<file path="src/rtl/sprite_layer_if.sv">
// sprite_layer_if: texel ROM read bus between the sprite renderer and its texel ROM
//   rd   : read strobe, one texel per clk
//   addr : texel address = row*WIDTH + col
//   data : texel {R[12:9], G[8:5], B[4:1], opaque[0]}, valid one clk after rd
//   master modport -> sprite_layer, slave modport -> ROM
interface sprite_layer_if #(
    parameter int AW = 8
);
    logic          rd;
    logic [AW-1:0] addr;
    logic [12:0]   data;
    modport master (output rd, addr, input data);
    modport slave  (input rd, addr, output data);
endinterface

</file>
<file path="src/rtl/sprite_layer.sv">
// sprite_layer: line-buffered sprite renderer producing one RGBA compositor layer
//   clk, rst          : pixel clock, asynchronous active-high reset
//   hdata, vdata      : current column / line from the vga timing block
//   valid             : active-video flag
//   sprite_en         : layer enable
//   sprite_x/sprite_y : sprite top-left screen position
//   mirror_x          : horizontal flip (only when SPRITE_MIRROR_EN is defined)
//   rom               : texel ROM read bus (sprite_layer_if.master)
//   R, G, B, A        : registered layer colour and alpha, 1 clk after hdata
// Optional feature macro: SPRITE_MIRROR_EN
module sprite_layer #(
    parameter int WIDTH      = 16,
    parameter int HEIGHT     = 16,
    parameter int SCALE_LOG2 = 2,
    parameter int H_ACTIVE   = 640,
    parameter int H_TOTAL    = 800,
    parameter int V_TOTAL    = 525
) (
    input  logic                  clk,
    input  logic                  rst,
    input  logic [11:0]           hdata,
    input  logic [11:0]           vdata,
    input  logic                  valid,
    input  logic                  sprite_en,
    input  logic [11:0]           sprite_x,
    input  logic [11:0]           sprite_y,
`ifdef SPRITE_MIRROR_EN
    input  logic                  mirror_x,
`endif
    sprite_layer_if.master        rom,
    output logic [3:0]            R,
    output logic [3:0]            G,
    output logic [3:0]            B,
    output logic                  A
);
    localparam int CW = $clog2(WIDTH);
    localparam int RW = $clog2(HEIGHT);

    typedef enum logic [1:0] {IDLE, FETCH, DRAIN} state_t;
    state_t state, state_nx;

    logic [RW-1:0] row;
    logic [CW-1:0] k, wr_idx, col, col_eff;
    logic          back_vld, front_vld, wr_en, sel;
    logic [11:0]   front_x, next_line;
    logic [12:0]   dy, dx, texel;
    logic          line_hit, col_hit;
    logic [12:0]   line_buf [2][WIDTH];

    // Sprite position relative to the line being prepared and the pixel being drawn;
    // bit 12 is the sign, so lines/columns before the sprite never count as hits.
    assign next_line = (vdata == 12'(V_TOTAL - 1)) ? 12'd0 : vdata + 12'd1;
    assign dy        = {1'b0, next_line} - {1'b0, sprite_y};
    assign line_hit  = sprite_en && !dy[12] && dy[11:0] < 12'(HEIGHT << SCALE_LOG2);
    assign dx        = {1'b0, hdata} - {1'b0, front_x};
    assign col_hit   = !dx[12] && dx[11:0] < 12'(WIDTH << SCALE_LOG2);
    assign col       = dx[SCALE_LOG2 +: CW];

`ifdef SPRITE_MIRROR_EN
    logic front_mirror;
    always_ff @(posedge clk or posedge rst)
        if (rst)
            front_mirror <= 1'b0;
        else if (hdata == 12'(H_TOTAL - 1))
            front_mirror <= mirror_x;
    // WIDTH is a power of two, so WIDTH-1-col is a bitwise invert
    assign col_eff = front_mirror ? ~col : col;
`else
    assign col_eff = col;
`endif

    // sel picks the front half; the back half is the other one, so a swap is a toggle
    assign texel = line_buf[sel][col_eff];

    always_comb begin
        state_nx = (state == IDLE && hdata == 12'(H_ACTIVE) && line_hit) ? FETCH :
                   (state == FETCH && &k)                                ? DRAIN :
                   (state == DRAIN)                                      ? IDLE  : state;
        rom.rd   = state == FETCH;
        rom.addr = (state == FETCH) ? {row, k} : '0;
    end

    always_ff @(posedge clk or posedge rst)
        if (rst) begin
            state     <= IDLE;
            row       <= '0;
            k         <= '0;
            wr_en     <= 1'b0;
            wr_idx    <= '0;
            back_vld  <= 1'b0;
            front_vld <= 1'b0;
            front_x   <= '0;
            sel       <= 1'b0;
            {R, G, B, A} <= 13'd0;
        end else begin
            state  <= state_nx;
            // ROM answers one clk after the strobe, so the write trails the read by one
            wr_en  <= state == FETCH;
            wr_idx <= k;
            if (state == IDLE && hdata == 12'(H_ACTIVE)) begin
                row      <= dy[SCALE_LOG2 +: RW];
                k        <= '0;
                back_vld <= 1'b0;
            end
            if (state == FETCH)
                k <= k + 1'b1;
            if (state == DRAIN)
                back_vld <= 1'b1;
            if (hdata == 12'(H_TOTAL - 1)) begin
                sel       <= ~sel;
                front_vld <= back_vld;
                front_x   <= sprite_x;
            end
            {R, G, B, A} <= (valid && front_vld && col_hit) ? texel : 13'd0;
        end

    always_ff @(posedge clk)
        if (wr_en)
            line_buf[~sel][wr_idx] <= rom.data;
endmodule

</file>
<file path="src/flat_wrapper.sv">
// flat-port wrapper written by rule: the top's interface ports become plain ports
module sprite_layer_flat 
#(
    parameter int WIDTH      = 16,
    parameter int HEIGHT     = 16,
    parameter int SCALE_LOG2 = 2,
    parameter int H_ACTIVE   = 640,
    parameter int H_TOTAL    = 800,
    parameter int V_TOTAL    = 525
)
  (clk, rst, hdata, vdata, valid, sprite_en, sprite_x, sprite_y, R, G, B, A, rom_rd, rom_addr, rom_data);
  sprite_layer_if #(.AW(8)) rom_i ();
  input  logic clk;
  input  logic rst;
  input  logic [11:0] hdata;
  input  logic [11:0] vdata;
  input  logic valid;
  input  logic sprite_en;
  input  logic [11:0] sprite_x;
  input  logic [11:0] sprite_y;
  output logic [3:0] R;
  output logic [3:0] G;
  output logic [3:0] B;
  output logic A;
  output wire logic [$bits(rom_i.rd)-1:0] rom_rd;
  output wire logic [$bits(rom_i.addr)-1:0] rom_addr;
  input wire logic [$bits(rom_i.data)-1:0] rom_data;
  assign rom_rd = rom_i.rd;
  assign rom_addr = rom_i.addr;
  assign rom_i.data = rom_data;
  sprite_layer #(.WIDTH(WIDTH), .HEIGHT(HEIGHT), .SCALE_LOG2(SCALE_LOG2), .H_ACTIVE(H_ACTIVE), .H_TOTAL(H_TOTAL), .V_TOTAL(V_TOTAL)) u_core (.clk(clk), .rst(rst), .hdata(hdata), .vdata(vdata), .valid(valid), .sprite_en(sprite_en), .sprite_x(sprite_x), .sprite_y(sprite_y), .rom(rom_i), .R(R), .G(G), .B(B), .A(A));
endmodule
</file>
<file path="config.mk">
export PLATFORM = sky130hd
export DESIGN_NAME = sprite_layer_flat
export DESIGN_NICKNAME = d
export VERILOG_FILES = /design/src/rtl/sprite_layer_if.sv /design/src/rtl/sprite_layer.sv /design/src/flat_wrapper.sv
export SDC_FILE = /design/constraint.sdc
export NUM_CORES = 1
export LEC_CHECK = 0
export CORE_MARGIN = 2
export CORE_UTILIZATION = 60
export CTS_CLUSTER_DIAMETER = 40
export DETAILED_ROUTE_END_ITERATION = 7
export GPL_TIMING_DRIVEN = 0
export HOLD_SLACK_MARGIN = 0.06
export PLACE_DENSITY = 0.79
export SLEW_MARGIN = 10
export SYNTH_ARGS = -nofsm -noshare
export SYNTH_HDL_FRONTEND = slang
export SYNTH_SLANG_ARGS = --single-unit
</file>
<file path="constraint.sdc">
create_clock -name clk -period 3.7 [get_ports clk]
set_clock_uncertainty 0.15 [all_clocks]
set_input_delay 1.11 -clock clk [delete_from_list [all_inputs] [get_ports clk]]
set_output_delay 1.11 -clock clk [all_outputs]
set_load 0.005 [all_outputs]
</file>
# Word level (Yosys, flattened, before mapping)
# Memories as Yosys holds them, arrays and structs flattened.
# Index checks and enable logic that the tools add are counted.
# totals
register_bits	43
mem_bits_rw	416
input_bits	65
output_inout_bits	22
n_memories	1
# op_classes
addsub	4
n_lt_le_gt_ge	5
eq_ne	5
n_mux	17
n_bitwise	3
n_reduce_logical	16
# memory_table
name	depth	width	rd	rd_clocked_by_memory_dff	wr	line	rtl
u_core.line_buf	2	208	1	0	1	sprite_layer.sv:48	logic [12:0] line_buf [2][WIDTH];
# op_table
operator	count
two-way mux 208 bit	1
binary-select mux 13 bit (select 4 bit)	1
demux 13 bit (select 4 bit)	1
two-way mux 13 bit	4
== test 12 x 10 -> 1 bit, second input constant	3
subtractor 12 x 12 -> 13 bit	2
< comparator 12 x 7 -> 1 bit, second input constant	2
adder 12 x 1 -> 12 bit, second input constant	1
two-way mux 12 bit	1
>= comparator 5 bit, second input constant	2
NOT 4 -> 5 bit	2
logical AND 1 bit	9
two-way mux 4 bit	2
two-way mux 8 bit	1
two-way mux 2 bit	3
< comparator 5 x 1 -> 1 bit, second input constant	1
adder 4 x 1 -> 4 bit, second input constant	1
AND reduction 4 bit	1
nonzero test 2 bit	2
two-way mux 1 bit	3
nonzero test 3 bit	1
== test 2 x 1 -> 1 bit, second input constant	1
== test 2 bit, second input constant	1
zero test 1 bit	2
other kinds (2)	2

# Longest topological paths before layout
# depth
word_depth	8
depth_mapped	13
depth_no_buf	13

# Worst setup path before layout
# Ideal clock, no wire load.
# synth_path
path_kind	input port to flip-flop
from	input port vdata[0]
to	register u_core.state[0]
setup_ps	95
arrival_time_ps	4025
path_slack_ps	-571
cell_stages	13
cell_sequence	inv_1 > ha_1 > or3b_2 > nor3_1 > nor2b_1 > ha_1 > or3b_2 > nor4_1 > o311ai_1 > a221o_1 > o22ai_1 > nand4_1 > o31ai_1
# synth_between
elab_chain_len	8
word_cells_on_any_way	11
# synth_rtl
element	line	rtl
from (decl)	flat_wrapper.sv:16	input logic [11:0] vdata;
adder 12 x 1 -> 12 bit or == test 12 x 10 -> 1 bit (tied branches)	sprite_layer.sv:52	assign next_line = (vdata == 12'(V_TOTAL - 1)) ? 12'd0 : vdata + 12'd1;
two-way mux 12 bit (*)	sprite_layer.sv:52	
subtractor 12 x 12 -> 13 bit (*)	sprite_layer.sv:53	assign dy = {1'b0, next_line} - {1'b0, sprite_y};
branches (longest 2 deep; another with < comparator 12 x 7 -> 1 bit)	--	
logical AND 1 bit (*)	sprite_layer.sv:54	assign line_hit = sprite_en && !dy[12] && dy[11:0] < 12'(HEIGHT << SCALE_LOG2);
logical AND 1 bit (*)	sprite_layer.sv:76	state_nx = (state == IDLE && hdata == 12'(H_ACTIVE) && line_hit) ? FETCH :
nonzero test 3 bit (no source line) or two-way mux 2 bit (tied branches)	--	
to (signal assigned)	sprite_layer.sv:96	state <= state_nx;
to (decl)	sprite_layer.sv:40	state_t state, state_nx;
# Every way passes the cells marked *.
# A chain may end at the register's enable or synchronous reset.

# Worst setup path after layout
# layout_path
from	input port hdata[1]
to	register u_core.G[3]
# layout_between
elab_chain_len	6
word_cells_on_any_way	10
# layout_rtl
element	line	rtl
from (decl)	flat_wrapper.sv:15	input logic [11:0] hdata;
subtractor 12 x 12 -> 13 bit (*)	sprite_layer.sv:55	assign dx = {1'b0, hdata} - {1'b0, front_x};
branches (longest 4 deep; another with < comparator 12 x 7 -> 1 bit)	--	
two-way mux 13 bit (*)	sprite_layer.sv:114	{R, G, B, A} <= (valid && front_vld && col_hit) ? texel : 13'd0;
to (signal assigned)	sprite_layer.sv:114	
to (decl)	sprite_layer.sv:32	output logic [3:0] G,
# Every way passes the cells marked *. The select of a mux whose other input is x is not followed.

==> reports/results.ini <==
[clock_network]
cts_num_sinks = 459
cts_tree = built
numCtsBuffers = 46
clkSlewWorstSetupHoldPaths_ns = 0.06
clk_latency_ns = 0.56
clockRootBuffer = clkbuf_16
clock_tree.buffer_depth = 3
hold_buffers = 0
cts_max_level = 2

[critical_path]
critical_path.n_buffers_inverters = 3
crit_path_cell_chain = clkdlybuf4s50_1, ha_2, a31o_4, a41o_1, buf_6, or4_4, a21oi_4, o211ai_4, buf_12, nor4_4
worstReg2RegStart = u_core.sel
worstSetupEndpointType = flip-flop
worst_path_dominant_cell_family = compound AO/OA/AOI/OAI gates
cp.arrival_ns = 4.00
crit_path_max_fanout = 10
crit_start = hdata[1]
timing.critical_path.slowest_stage_cell = clkdlybuf4s50_1
timing.critical_path.slowest_cell_delay_ns = 0.53
crit_required_ns = 4.00
timing_worst_setup_path_type = in -> reg
timing.critical_path.from_type = input port

[die]
floorplan.initialDensity = 0.6058
core-area_mm2 = 0.03139
die_w_um = 182.0
floorplan.rows = 65
dieArea_mm2 = 0.03314
fp.dieH_um = 182.0
ports = 87

[place]
post_placement_cell_count = 1527
detailedPlacementHpwl_um = 27270
io_buffers = 86
gp_routability_congestion = 0.9086
placedInstanceArea_mm2 = 0.02045

[yosys]
synth_edf_count = 416
synth_area_per_cell_um2 = 18.32
synth_area_leaders = edfxtp_1 (66%), mux4_2 (12%), dfrtp_1 (5.7%)
synthTopCellsByCount = edfxtp_1 (416), mux4_2 (104), nand2_1 (79), nor2_1 (52), dfrtp_1 (43)
synth.yosys.seq_area_share = 0.7134
post_synthesis_cell_count = 1038
synth_ff_type = edfxtp_1
synth_seq_cells = 459
synth_top_cell_area_share = 0.6568
syn-cell-area_mm2 = 0.01902
synth_async_sr_flop_share = 0.09368
synth_cell_types = 64
mappedNetlistNets = 1130
yosys.cell_count.top_type = edfxtp_1
yosys_warnings = 0
synth_top_area_cell = edfxtp_1

[cells_and_area]
num-nets-final = 1278
final_cell_area_mm2 = 0.02237
syn_to_final_growth_pct = 17.61
num_antenna_cells = 0
final_cells = 1625
drive_gt1_frac = 0.2600
n_fill_cell = 1880

[run_status]
status = complete, no violations

[drt]
vias_after_detailed_routing = 10484
route.detailed.wl_per_inst_um = 27.06
drt.antenna.violating_nets = 0
detailedRoute.firstIterationViolations = 1314
vias_per_cell = 6.452
drcViolationCount = 0
finalWirelength_um = 43980
drtPass1Iterations = 5

[timing]
final.min_clock_period_ns = 3.697
final.period_utilization = 0.9991
slew_headroom = 0.1515
rsz0062_at_grt = true
timing.fmax_ghz = 0.2705
worst_pin_slew_ns = 1.268
setup_viol = 0
hold_viol_final = 0
report.final.slew_viol_count = 0

[worst_hold_path]
min_path_type = reg -> reg
min_from = u_core.row[3]

[pwr]
cellLeakagePower_nw = 7.488
vdd.ir_drop.worst_uv = 362.8
pwr_density_mw_per_mm2 = 493.5

[global_route]
via_count_of_the_first_global_routing_pass = 10499
grt_remaining_overflow = 0
groute.usage.overall = 0.2694
grt_antenna_before_repair = 0
largest_net_degree_at_the_start_of_global_routing = 33
first_pass_grt_wire_length_um = 65000

[job]
maxCapViolations = 0

registers in the layout (all words and copies together), names as in the netlist:
register and flops:
u_core.R 4, u_core.wr_idx 4, u_core.row 4, u_core.front_vld 1, u_core.state 2, u_core.line_buf 416
u_core.front_x 12, u_core.A 1, u_core.G 4, u_core.k 4, u_core.wr_en 1, u_core.back_vld 1
u_core.B 4, u_core.sel 1
report_power, final:
group          internal (mW)  total, mW  switching [mW]
registers               5.66       5.66         0.00119
logic                  0.350      0.878           0.528
clock network           2.55       4.50            1.95
layer usage:
layer  global-route usage  share of wire  vias up
met5                    0              0        -
met2               0.4463           0.50      572
met3              0.03831          0.088       65
li1                     -              -     4471
met1               0.3821           0.38     5376
met4              0.07516          0.025        0
through the flow:
stage | TNS (ns) | hold WS (ns) | power [mW] | worst slack [ns] | utilization
2_1_floorplan | -0.1504 | 0.2594 | 6.226 | -0.1504 | -
3_3_place_gp | -16.99 | 0.3033 | 6.537 | -1.168 | 0.6505
3_5_place_dp | -18.55 | 0.3120 | 6.563 | -1.280 | 0.6515
4_1_cts | 0 | 0.3256 | 11.02 | 0.001582 | 0.7057
5_1_grt | -0.1042 | 0.3610 | 11.30 | -0.06345 | 0.7125
6_report | 0 | 0.3215 | 11.04 | 0.003263 | 0.7125
logic make-up after synthesis:
group	Yosys count	share of synthesized area
DFF	459	0.7134
and+or+nand+nor	206	0.05520
muxes	146	0.1462
AOI/OAI and AO/OA	97	0.03895
buffers and inverters	79	0.01743
adders and majority gates	27	0.01776
xor gates and xnor gates	24	0.01105
worst min-delay path: cells and delay by family, from the launching register on:
family | cells | cell delay, ns
AOI/OAI and AO/OA | 1 | 0.06
DFF | 1 | 0.34
and+or+nand+nor | 1 | 0.04
repair_timing:
action / in CTS / in global routing
gates cloned: 0 / 1
setup endpoints to repair: 19 / 14
pin swaps: 15 / 18
endpoints found under the hold margin: 0 / 0
setup buffers: 6 / 5
resized for setup: 77 / 32
final cells by class:
cell class,count,area (um2),share of cell area
inverters,35,133.9,0.005985
clock inverters,33,274.0,0.01225
clock buffers,52,1194,0.05336
flip-flops and latches,459,13570,0.6066
repair buffers,101,942.2,0.04212
well taps,402,503.0,0.02249
multi-input cells,500,5497,0.2457
plain buffers,43,256.5,0.01147
final timing paths:
kind	slack [ns]	to	cells after the start
max	0.003	u_core.G[3]	10
min	0.32	u_core.row[3]	2
max reg2reg	0.44	u_core.line_buf[0][128]	5
min reg2reg	0.32	u_core.row[3]	2
max in group asynchronous	2.22	u_core.row[0]	3
min in group asynchronous	0.69	u_core.front_x[6]	2
cells in the final DEF, fill, tap and decap left out, types with 5 or more instances in the layout:
cell type        instances
nand2_1                 79
o21a_1                   8
xor2_1                  11
mux4_2                 104
clkbuf_2                12
dlygate4sd2_1            6
dfrtp_1                 43
edfxtp_1               416
nand3_1                 11
xnor2_1                 10
buf_2                   17
a21o_1                   5
a32o_1                  25
nand4_1                  7
nor2_1                  28
buf_4                   19
mux2_2                  14
inv_1                   32
o21ai_0                 20
clkinv_1                12
clkinv_2                 8
nor4_1                   6
nor4_4                  10
a21oi_1                  7
clkdlybuf4s50_1         61
ha_1                    22
clkbuf_16               47
clkbuf_1                16
nand3b_1                 6
buf_6                    7
mux2i_1                 28
nor2_2                  24
and2_1                   8
Note: power is estimated with default switching activity, not from simulation.
